`src/rtl/jtag_scan_master.sv`:
```
// JTAG host: one start pulse drives a full IR scan followed by a full DR scan on tck/tms/tdi, capturing tdo.
// Optional `JTAG_TLR_RESET_EN prefixes every transaction with a 6-step Test-Logic-Reset walk.
module jtag_scan_master #(
    parameter int IR_W     = 4,
    parameter int DR_W     = 48,
    parameter int HALF_DIV = 1
) (
    input  logic            w_clk,
    input  logic            w_rstn,
    input  logic            start,
    input  logic [IR_W-1:0] ir_code,
    input  logic [DR_W-1:0] dr_data,
    input  logic            tdo,
    output logic            tck,
    output logic            tms,
    output logic            tdi,
    output logic            busy,
    output logic            done,
    output logic [DR_W-1:0] dr_capture
);

    localparam int MAX_W = (IR_W > DR_W) ? IR_W : DR_W;
    localparam int BIT_W = (MAX_W > 1) ? $clog2(MAX_W) : 1;
    localparam int DIV_W = (HALF_DIV > 1) ? $clog2(HALF_DIV) : 1;
    localparam logic [BIT_W-1:0] IR_LAST  = BIT_W'(IR_W - 1);
    localparam logic [BIT_W-1:0] DR_LAST  = BIT_W'(DR_W - 1);
    localparam logic [DIV_W-1:0] DIV_LAST = DIV_W'(HALF_DIV - 1);

    typedef enum logic [2:0] {
        IDLE, TLR, IR_HDR, IR_SHIFT, IR_TAIL, DR_HDR, DR_SHIFT, DR_TAIL
    } state_t;

`ifdef JTAG_TLR_RESET_EN
    localparam state_t FIRST_ST = TLR;
`else
    localparam state_t FIRST_ST = IR_HDR;
`endif

    state_t            state_q, state_d;
    logic [2:0]        step_q, step_d;
    logic [BIT_W-1:0]  bit_q, bit_d;
    logic [DIV_W-1:0]  div_q, div_d;
    logic              phase_q, phase_d;
    logic              tck_q, tck_d;
    logic              tms_q, tms_d;
    logic              tdi_q, tdi_d;
    logic              busy_q, busy_d;
    logic              done_q, done_d;
    logic [DR_W-1:0]   cap_q, cap_d;
    logic [IR_W-1:0]   ir_sh_q, ir_sh_d;
    logic [DR_W-1:0]   dr_sh_q, dr_sh_d;
    logic              last_bit_d;

    // tms value for a given step of a given state; step counts from 0 inside header/tail states
    function automatic logic step_tms(input state_t st, input logic [2:0] step, input logic last_bit);
        logic v;
        v = 1'b0;
        case (st)
            TLR:                      v = (step != 3'd5);
            IR_HDR:                   v = (step < 3'd2);
            IR_SHIFT, DR_SHIFT:       v = last_bit;
            IR_TAIL, DR_HDR, DR_TAIL: v = (step == 3'd0);
            default:                  v = 1'b0;
        endcase
        return v;
    endfunction

    always_comb begin
        state_d    = state_q;
        step_d     = step_q;
        bit_d      = bit_q;
        div_d      = div_q;
        phase_d    = phase_q;
        tck_d      = tck_q;
        tms_d      = tms_q;
        tdi_d      = tdi_q;
        busy_d     = busy_q;
        done_d     = 1'b0;
        cap_d      = cap_q;
        ir_sh_d    = ir_sh_q;
        dr_sh_d    = dr_sh_q;
        last_bit_d = 1'b0;

        if (state_q == IDLE) begin
            tck_d = 1'b0;
            // a start coinciding with the done pulse is deliberately dropped
            if (start && !done_q) begin
                state_d = FIRST_ST;
                step_d  = '0;
                bit_d   = '0;
                div_d   = '0;
                phase_d = 1'b0;
                ir_sh_d = ir_code;
                dr_sh_d = dr_data;
                cap_d   = '0;
                busy_d  = 1'b1;
                tms_d   = 1'b1;
                tdi_d   = 1'b0;
            end
        end else if (div_q != DIV_LAST) begin
            div_d = div_q + 1'b1;
        end else begin
            div_d = '0;
            if (!phase_q) begin
                phase_d = 1'b1;
                tck_d   = 1'b1;
                if (state_q == DR_SHIFT) begin
                    cap_d = {cap_q[DR_W-2:0], tdo};
                end
            end else begin
                phase_d = 1'b0;
                tck_d   = 1'b0;
                step_d  = step_q + 3'd1;
                case (state_q)
                    TLR: begin
                        if (step_q == 3'd5) begin
                            state_d = IR_HDR;
                            step_d  = '0;
                        end
                    end
                    IR_HDR: begin
                        if (step_q == 3'd3) begin
                            state_d = IR_SHIFT;
                            step_d  = '0;
                            bit_d   = '0;
                        end
                    end
                    IR_SHIFT: begin
                        step_d = '0;
                        if (bit_q == IR_LAST) begin
                            state_d = IR_TAIL;
                        end else begin
                            bit_d   = bit_q + 1'b1;
                            ir_sh_d = ir_sh_q << 1;
                        end
                    end
                    IR_TAIL: begin
                        if (step_q == 3'd1) begin
                            state_d = DR_HDR;
                            step_d  = '0;
                        end
                    end
                    DR_HDR: begin
                        if (step_q == 3'd2) begin
                            state_d = DR_SHIFT;
                            step_d  = '0;
                            bit_d   = '0;
                        end
                    end
                    DR_SHIFT: begin
                        step_d = '0;
                        if (bit_q == DR_LAST) begin
                            state_d = DR_TAIL;
                        end else begin
                            bit_d   = bit_q + 1'b1;
                            dr_sh_d = dr_sh_q << 1;
                        end
                    end
                    DR_TAIL: begin
                        if (step_q == 3'd1) begin
                            state_d = IDLE;
                            step_d  = '0;
                        end
                    end
                    default: begin
                        state_d = IDLE;
                        step_d  = '0;
                    end
                endcase

                // outputs for the step that begins on this falling edge
                if (state_d == IDLE) begin
                    busy_d = 1'b0;
                    done_d = 1'b1;
                    tms_d  = 1'b0;
                    tdi_d  = 1'b0;
                    bit_d  = '0;
                end else begin
                    last_bit_d = ((state_d == IR_SHIFT) && (bit_d == IR_LAST)) ||
                                 ((state_d == DR_SHIFT) && (bit_d == DR_LAST));
                    tms_d = step_tms(state_d, step_d, last_bit_d);
                    if (state_d == IR_SHIFT) begin
                        tdi_d = ir_sh_d[IR_W-1];
                    end else if (state_d == DR_SHIFT) begin
                        tdi_d = dr_sh_d[DR_W-1];
                    end else begin
                        tdi_d = 1'b0;
                    end
                end
            end
        end
    end

    always_ff @(posedge w_clk) begin
        if (!w_rstn) begin
            state_q <= IDLE;
            step_q  <= '0;
            bit_q   <= '0;
            div_q   <= '0;
            phase_q <= 1'b0;
            tck_q   <= 1'b0;
            tms_q   <= 1'b1;
            tdi_q   <= 1'b0;
            busy_q  <= 1'b0;
            done_q  <= 1'b0;
            cap_q   <= '0;
        end else begin
            state_q <= state_d;
            step_q  <= step_d;
            bit_q   <= bit_d;
            div_q   <= div_d;
            phase_q <= phase_d;
            tck_q   <= tck_d;
            tms_q   <= tms_d;
            tdi_q   <= tdi_d;
            busy_q  <= busy_d;
            done_q  <= done_d;
            cap_q   <= cap_d;
        end
    end

    // shift data is only meaningful while busy, so it carries no reset
    always_ff @(posedge w_clk) begin
        ir_sh_q <= ir_sh_d;
        dr_sh_q <= dr_sh_d;
    end

    assign tck        = tck_q;
    assign tms        = tms_q;
    assign tdi        = tdi_q;
    assign busy       = busy_q;
    assign done       = done_q;
    assign dr_capture = cap_q;

endmodule

```
`config.mk`:
```
export PLATFORM = sky130hd
export DESIGN_NAME = jtag_scan_master
export DESIGN_NICKNAME = d
export VERILOG_FILES = /design/src/rtl/jtag_scan_master.sv
export SDC_FILE = /design/constraint.sdc
export NUM_CORES = 1
export LEC_CHECK = 0
export CAP_MARGIN = 10
export CORE_MARGIN = 10
export CORE_UTILIZATION = 46
export CTS_CLUSTER_DIAMETER = 150
export CTS_CLUSTER_SIZE = 10
export DETAILED_ROUTE_END_ITERATION = 8
export GPL_ROUTABILITY_DRIVEN = 0
export MAX_ROUTING_LAYER = met4
export PLACE_DENSITY = 0.76
export SYNTH_ARGS = -nofsm -noshare
export SYNTH_HDL_FRONTEND = slang
export SYNTH_SLANG_ARGS = --single-unit
```
`constraint.sdc`:
```
create_clock -name w_clk -period 5.2 [get_ports w_clk]
set_clock_uncertainty 0.05 [all_clocks]
set_input_delay 1.04 -clock w_clk [delete_from_list [all_inputs] [get_ports w_clk]]
set_output_delay 1.04 -clock w_clk [all_outputs]
set_load 0.03 [all_outputs]
```
# After elaboration in Yosys (flattened, before gate mapping)

Cells that the tools add are included.

Register bits: 119
Output and inout bits: 53
Logic and storage cells: 152

Add/subtract/negate cells: 3
Magnitude comparators: 1
Equal/unequal tests: 28
Muxes and demuxes: 80
Bitwise gates (word level): 2
Reductions and logical operators: 23

Operator list:

| kind                                                                     | number |
|---|---|
| 48-bit 2-to-1 mux                                                        | 11 |
| 3-bit 2-to-1 mux                                                         | 25 |
| 6-bit 2-to-1 mux                                                         | 12 |
| 3-bit equality test (second input constant)                              | 9 |
| 4-bit 2-to-1 mux                                                         | 6 |
| 6-bit case mux with 4 select lines                                       | 1 |
| 1-bit 2-to-1 mux                                                         | 22 |
| 3-bit case mux with 7 select lines                                       | 1 |
| 3-bit by 2-bit equality test with 1-bit output (second input constant)   | 6 |
| 6-bit by 2-bit equality test with 1-bit output (second input constant)   | 2 |
| 6-bit equality test (second input constant)                              | 2 |
| 3-bit case mux with 4 select lines                                       | 1 |
| 5-bit AND reduction                                                      | 2 |
| 3-bit by 1-bit equality test with 1-bit output (second input constant)   | 3 |
| 3-bit zero test                                                          | 3 |
| 4-bit AND reduction                                                      | 2 |
| 2-bit nonzero test                                                       | 4 |
| 6-bit by 1-bit adder with 6-bit output (second input constant)           | 1 |
| 2-bit by 1-bit inequality test with 1-bit output (second input constant) | 3 |
| 2-bit OR reduction                                                       | 3 |
| 2-bit inequality test (second input constant)                            | 2 |
| 1-bit case mux with 4 select lines                                       | 1 |
| 4-bit OR reduction                                                       | 1 |
| 3-bit by 1-bit adder with 3-bit output (second input constant)           | 1 |
| 10 further kinds                                                         | 13 |

# Longest topological paths before layout

Gate-level depths: netlist of the first run.

Depth in word-level cells: 14
Depth in mapped cells: 9
Gate-level depth less buffers: 9

# Least setup slack after synthesis of the first run

No wires, ideal clock.

Kind: flip-flop to flip-flop
Start: register state_q[2]
End: register dr_sh_q[0] (enable)
Setup time: 0.517 ns
Arrival: 4.318 ns
Data required time: 4.633 ns
Slack: 0.315 ns
Cell stages (with the launch flop): 6
Cell sequence: dfxtp_1 > buf_2 > or3_1 > clkbuf_1 > nand2_1 > o21ai_0

Cells in the longest elaborated chain, start to end: 3
Elaborated cells between the ends (all ways): 8
Those cells by class: eq/ne: 4; reduce/logical: 4

Ends and longest elaborated chain:

| what                                                    | RTL line | source |
|---|---|---|
| from (decl)                                             | 39       | `state_t state_q, state_d;` |
| from (signal assigned)                                  | 208      | `state_q <= state_d;` |
| 3-bit zero test or 3-bit equality test (tied branches)  | 84, 114  |  |
| 2-bit inequality test (no line) (tied with other cells) | -        |  |
| 5-bit AND reduction (no line) *                         | -        |  |
| to (signal assigned)                                    | 225      | `dr_sh_q <= dr_sh_d;` |
| to (decl)                                               | 51       | `logic [DR_W-1:0] dr_sh_q, dr_sh_d;` |

Mark *: on every way between the ends. The rest lies on a longest branch, timed or not.
A chain may end at the register's enable or synchronous reset.

# Final worst setup path of the first run

Start: register state_q[2]
End: register cap_q[5], in the netlist dr_capture[5]

Cells in the longest elaborated chain, start to end: 3
Elaborated cells between the ends (all ways): 8
Those cells by class: eq/ne: 4; mux: 1; reduce/logical: 3

Ends and longest elaborated chain:

| what                                                                                             | RTL line | source |
|---|---|---|
| 3-bit equality test or 3-bit zero test (tied branches)                                           | 107, 84  |  |
| 2-bit nonzero test (no line) or 2-bit by 1-bit inequality test with 1-bit output (tied branches) | -        |  |
| 4-bit AND reduction (no line)                                                                    | -        |  |
| to (signal assigned)                                                                             | 218      | `cap_q <= cap_d;` |
| to (decl)                                                                                        | 49       | `logic [DR_W-1:0] cap_q, cap_d;` |

Several ways; a longest one is shown, not always the timed one.

==> results.ini, run 1 <==
[run_status]
status = finished, final reports clean

[synth]
syn_area_per_cell_um2 = 10.7
synth_compound_gate_area_share_pct = 24.4
synthCells = 478
synth_edf_count = 52
synth_simple_gate_area_share_pct = 13.5
synth.most_common_cell = nor2_1
synth_top_area_share_pct = 30.6
synth_top_area_cell = edfxtp_1
synth_fp_nets = 540
synth_fa_ha_area_share_pct = 1.47
synth_top_family_by_area = compound AO/OA/AOI/OAI gates
synth_commonest_cells = 83 x nor2_1, 66 x dfxtp_1, 54 x a22oi_1, 52 x edfxtp_1, 49 x a22o_1
synth.yosys.seq_area_share_pct = 56.6
synthTopCellsByArea = edfxtp_1 31%, dfxtp_1 26%, a22o_1 8.4%
yosys_warnings = 0
ys_ff_latch = 118
synth_mux_area_share_pct = 0.393
yosys.area_share.xor_xnor_pct = 0.344
synth_ff_type = dfxtp_1
async_flop_share_pct = 0
synth.distinct_cells = 55
syn_area_um2 = 5090

[setup_path]
worstPathArrival_ps = 3310
crit_chain = nand3b_1 > nor2_4 > nor2_2 > buf_4 > a22oi_1 > nor2_1
timing.rr.start = state_q[2]
reg2reg_slack_ps = 2190
worst-setup-path-type = flop to flop
start_kind = flop
slowest_stage = nor2_4
r2r_cells = 6
crit_fanout = 49
crit_path_max_incr_delay_ps = 940
crit_family = simple AND/OR/NAND/NOR gates
required_ps = 5500
cp_num_buf_inv = 1
cp-end-kind = flop
timing.rr.end = dr_capture[5]

[drt]
first_pass_iters = 6
vias_per_cell = 5.78
drc = 0
drt_wl_total_um = 13200
first_iter_violations = 365
via_count = 4204
wl_per_cell_um = 18.1
ant_nets = 0

[clocking]
tritoncts = built
cts_buffers = 17
cts-root-buf = clkbuf_8
cts_buffer_depth = 2
cts.sinks = 118
postCtsHoldBufs = 0
clk_pin_slew_ps = 60
cts_setup_buffers = 0
cts-resized-gates = 0
htree_levels = 4
insertion_delay_ps = 510

[floorplan]
die-area_um2 = 15700
ioPinCount = 109
core-area_um2 = 10800
die_height_um = 125
die_x_um = 125
start_util_pct = 47.0
fp-row-count = 38

[power_and_ir_drop]
irDropWorstVdd_mv = 0.376
leakage_nw = 2.35
powerDensity_nw_per_um2 = 499

[sta]
final_min_period_over_clock_period_pct = 57.8
rsz0062_at_grt = false
timing.setup.tns_ps = 0
max_slew.worst_pin.slew_ps = 1150
relSlewSlack_pct = 23.3
fmax_ghz = 0.333
finalWorstSetupSlack_ps = 2190
hold_viol = 0
fin_crit_ps = 3010
setup_viol = 0
final_max_slew_viol_count = 0

[cells_and_area]
antennaDiodeCount = 0
drive_gt1_share_pct = 8.52
fillers = 853
layout-area-overhead-vs-synth_pct = 33.6
nets = 636
regArea_um2 = 2880
multi_input_area_um2 = 2070

[worst_hold_path]
min_path_type = flop to flop
hold_depth = 2
hold_path.startpoint = dr_capture[47]
hold_end = dr_capture[47]

[global_route]
grt_usage_pct = 17.0
grt_max_degree = 65
antenna_found_initial = 0
gr-total-overflow = 0
first_global_vias = 4132
grt_first_pass_wirelength_um = 21500

[place]
place_ws_ps = 2230
dp_hpwl_um = 8770
numPortBuffers = 108

[job]
cap_violations = 0

cells in the final DEF (no fill, tap or decap), types with 16 or more instances in the layout:
cell type	instances
a21oi_1	17
dfxtp_1	66
clkdlybuf4s50_1	108
edfxtp_1	52
a22oi_1	54
a22o_1	49
nand2_1	17
clkbuf_16	16
nor2_1	80
layer usage:
metal / wire [um] / GRT usage, % / vias to the layer above
met5: 0 / - / -
met4: 161 / 5.01 / 0
met3: 727 / 5.20 / 15
met2: 6720 / 27.5 / 123
met1: 5570 / 19.9 / 2063
li1: - / - / 2003
cell type report:
class                   instances  area share (%)
multi-input cells             316            30.4
clock buffers                  19            6.49
well taps                     140            2.57
flip-flops and latches        118            42.3
inverters                       9           0.496
clock inverters                13            1.38
repair buffers                112            16.3
power breakdown:
part           switching [mW]  internal, mW
Sequential              0.129          1.27
Clock                   0.431         0.615
Combinational           0.586         0.365
through the flow:
step	util (%)	cell area [um^2]	instances	total power, mW	hold slack (ps)
2_1_floorplan	-	5090	478	2.11	462
3_3_place_gp	57.9	6270	695	2.32	425
3_5_place_dp	57.9	6270	695	2.35	435
4_1_cts	62.8	6810	727	3.41	465
5_1_grt	62.8	6810	727	3.58	485
6_report	62.8	6810	727	3.39	459
logic make-up after synthesis:
kind of cell	count (synthesis)
AO/OA/AOI/OAI	160
flip-flops	118
buffers and inverters	44
multiplexers	2
XOR/XNOR	2
adder cells (fa/ha/maj)	6
AND/OR/NAND/NOR	146
worst register-to-register path, cell delays in order (launching register included):
cell	delay, ps
dfxtp_1	880
nand3b_1	330
nor2_4	940
nor2_2	50
buf_4	320
a22oi_1	220
nor2_1	60
sequential cells by signal (all words and copies together) (netlist names):
register / flops
phase_q: 1
busy: 1
tdi: 1
tms: 1
dr_sh_q: 48
step_q: 3
tck: 1
ir_sh_q: 4
dr_capture: 48
done: 1
bit_q: 6
state_q: 3
worst max-delay path by stage:
stage	start	endpoint	slack, ps	cells after the start
detailed placement	start	dr_sh_q[13]	2230	5
finish	state_q[2]	dr_capture[5]	2190	6
CTS	state_q[2]	dr_capture[5]	2260	6
floorplan	state_q[2]	dr_sh_q[0]	320	5
global placement	start	dr_sh_q[17]	2250	5
global route	state_q[2]	dr_capture[12]	1920	6
(Power assumes the default switching activity.)
==> run 2: changes to the inputs <==
CORE_UTILIZATION = 51   (was 46)
PLACE_DENSITY = 0.8   (was 0.76)
clock period = 3 ns   (was 5.2 ns; I/O delays follow)
==> results.ini, run 2 (synthesized netlist as in run 1, its figures left out) <==
[setup_path]
crit_path_max_incr_delay_ps = 530  ; -410 ps
required_ps = 3340  ; -2160 ps
cp-end-kind = flop
worst-setup-path-type = flop to flop
reg2reg_slack_ps = 390  ; -1800 ps
crit_family = compound AO/OA/AOI/OAI gates
crit_fanout = 5  ; -90%
crit_chain = ha_1 > or4b_4 > o311ai_2 > nand4_1 > o21ai_1 > o21ai_1 > mux2i_1 > nor2_1
crit_start = bit_q[0]
start_kind = flop
crit_top_cell = o21ai_1
slowest_stage = or4b_4
cp_num_buf_inv = 0  ; -1
timing.rr.start = bit_q[0]
r2r_cells = 8  ; +2
worstPathArrival_ps = 2950  ; -360 ps
cp_num_cells = 8  ; +2

[sta]
fmax_ghz = 0.383  ; +15%
final_min_period_over_clock_period_pct = 87.0  ; +29 points
finalWorstSetupSlack_ps = 391  ; -1800 ps
timing.setup.tns_ps = 0  ; unchanged
relSlewSlack_pct = 51.8  ; +29 points
final_max_slew_viol_count = 0  ; unchanged
max_slew.worst_pin.slew_ps = 720  ; -428 ps
setup_viol = 0  ; unchanged
rsz0062_at_grt = false
fin_crit_ps = 2610  ; -397 ps
hold_viol = 0  ; unchanged

[drt]
wl_per_cell_um = 18.2  ; +0.65%
first_pass_iters = 6  ; unchanged
met1_length_um = 5650  ; +1.6%
drt_wl_total_um = 13300  ; +0.79%
vias_per_cell = 5.88  ; +1.6%
ant_nets = 0  ; unchanged
wl_met3_um = 763  ; +5.0%
first_iter_violations = 426  ; +17%
wl_met2_um = 6690  ; -0.48%
via_count = 4279  ; +1.8%
drc = 0  ; unchanged
top_layer = met4

[worst_hold_path]
min_path_type = flop to flop
hold_path.startpoint = dr_capture[47]
hold_depth = 2  ; unchanged

[clocking]
tritoncts = built
postCtsHoldBufs = 0  ; unchanged
htree_levels = 4  ; unchanged
clk_pin_slew_ps = 60  ; about the same
cts.sinks = 118  ; unchanged
cts_buffer_depth = 2  ; unchanged
cts-root-buf = clkbuf_8
insertion_delay_ps = 510  ; about the same
cts-resized-gates = 0  ; unchanged
cts_setup_buffers = 0  ; unchanged
cts_buffers = 17  ; unchanged

[place]
place_ws_ps = 422  ; -1810 ps
numPortBuffers = 108  ; unchanged
place_area_um2 = 6350  ; +1.2%
dp_hpwl_um = 9100  ; +3.8%

[floorplan]
fp-row-count = 36  ; -5.3%
ioPinCount = 109  ; unchanged
die_height_um = 120  ; -4.2%
core-area_um2 = 9770  ; -9.8%
die-area_um2 = 14400  ; -8.3%
start_util_pct = 52.1  ; +5.1 points
die_x_um = 120  ; -4.2%

[power_and_ir_drop]
irDropWorstVdd_mv = 0.408  ; +8.5%
powerDensity_nw_per_um2 = 873  ; +75%
leakage_nw = 2.39  ; +1.6%

[cells_and_area]
nets = 644  ; +1.3%
layout-area-overhead-vs-synth_pct = 35.5
fin_util_pct = 70.6  ; +7.8 points
drive_gt1_share_pct = 9.24  ; +0.73 points
antennaDiodeCount = 0  ; unchanged
finalInstanceArea_um2 = 6900  ; +1.4%
fillers = 729  ; -15%
final_cell_mix = 108 x clkdlybuf4s50_1, 80 x nor2_1, 66 x dfxtp_1
final_common_cell = clkdlybuf4s50_1

[global_route]
grt_first_pass_wirelength_um = 21800  ; +1.0%
gr-total-overflow = 0  ; unchanged
antenna_found_initial = 0  ; unchanged
grt_max_degree = 53  ; -18%
grt_usage_pct = 19.0  ; +2.1 points
first_global_vias = 4244  ; +2.7%

[run_status]
status = finished, final reports clean

[job]
cap_violations = 0  ; unchanged

[run 2: per-stage QoR]
stage | power, mW | hold slack [ps] | std cells
after detailed placement | 4.15 | 447 | 696
after global placement | 4.11 | 430 | 696
after CTS | 6.05 | 463 | 728
after floorplan | 3.63 | 462 | 478
final | 6.03 | 457 | 728
after global routing | 6.35 | 506 | 728
[run 2: worst register-to-register path, stage by stage (launching register included)]
cell	delay [ps]
dfxtp_1	430
ha_1	250
or4b_4	530
o311ai_2	300
nand4_1	180
o21ai_1	370
o21ai_1	170
mux2i_1	170
nor2_1	50
[run 2: final timing paths]
path | endpoint
worst max-delay path | bit_q[0]
worst min-delay path | dr_capture[47]
worst max register to register | bit_q[0]
worst min register to register | dr_capture[47]
[run 2: report_power, final]
part | switching [mW] | internal, mW | total (mW)
Clock | 0.707 | 1.17 | 1.88
Combinational | 1.07 | 0.695 | 1.76
Sequential | 0.188 | 2.20 | 2.39
[run 2: routing by layer]
layer  track usage [%]  vias to the layer above
met2              30.0                      140
met5                 -                        -
met3              6.42                       21
met4              5.81                        0
met1              22.7                     2105
li1                  -                     2013
[run 2: final cells by class]
cell class                 instances  area [um^2]  share of cell area, %
clock inverter                    14          135                   1.96
tap                              133          166                   2.41
sequential                       118         2880                   41.8
timing repair buffer             120         1200                   17.3
clock buffer                      18          418                   6.05
multi-input combinational        316         2070                   30.0
inverter                           9         33.8                  0.489
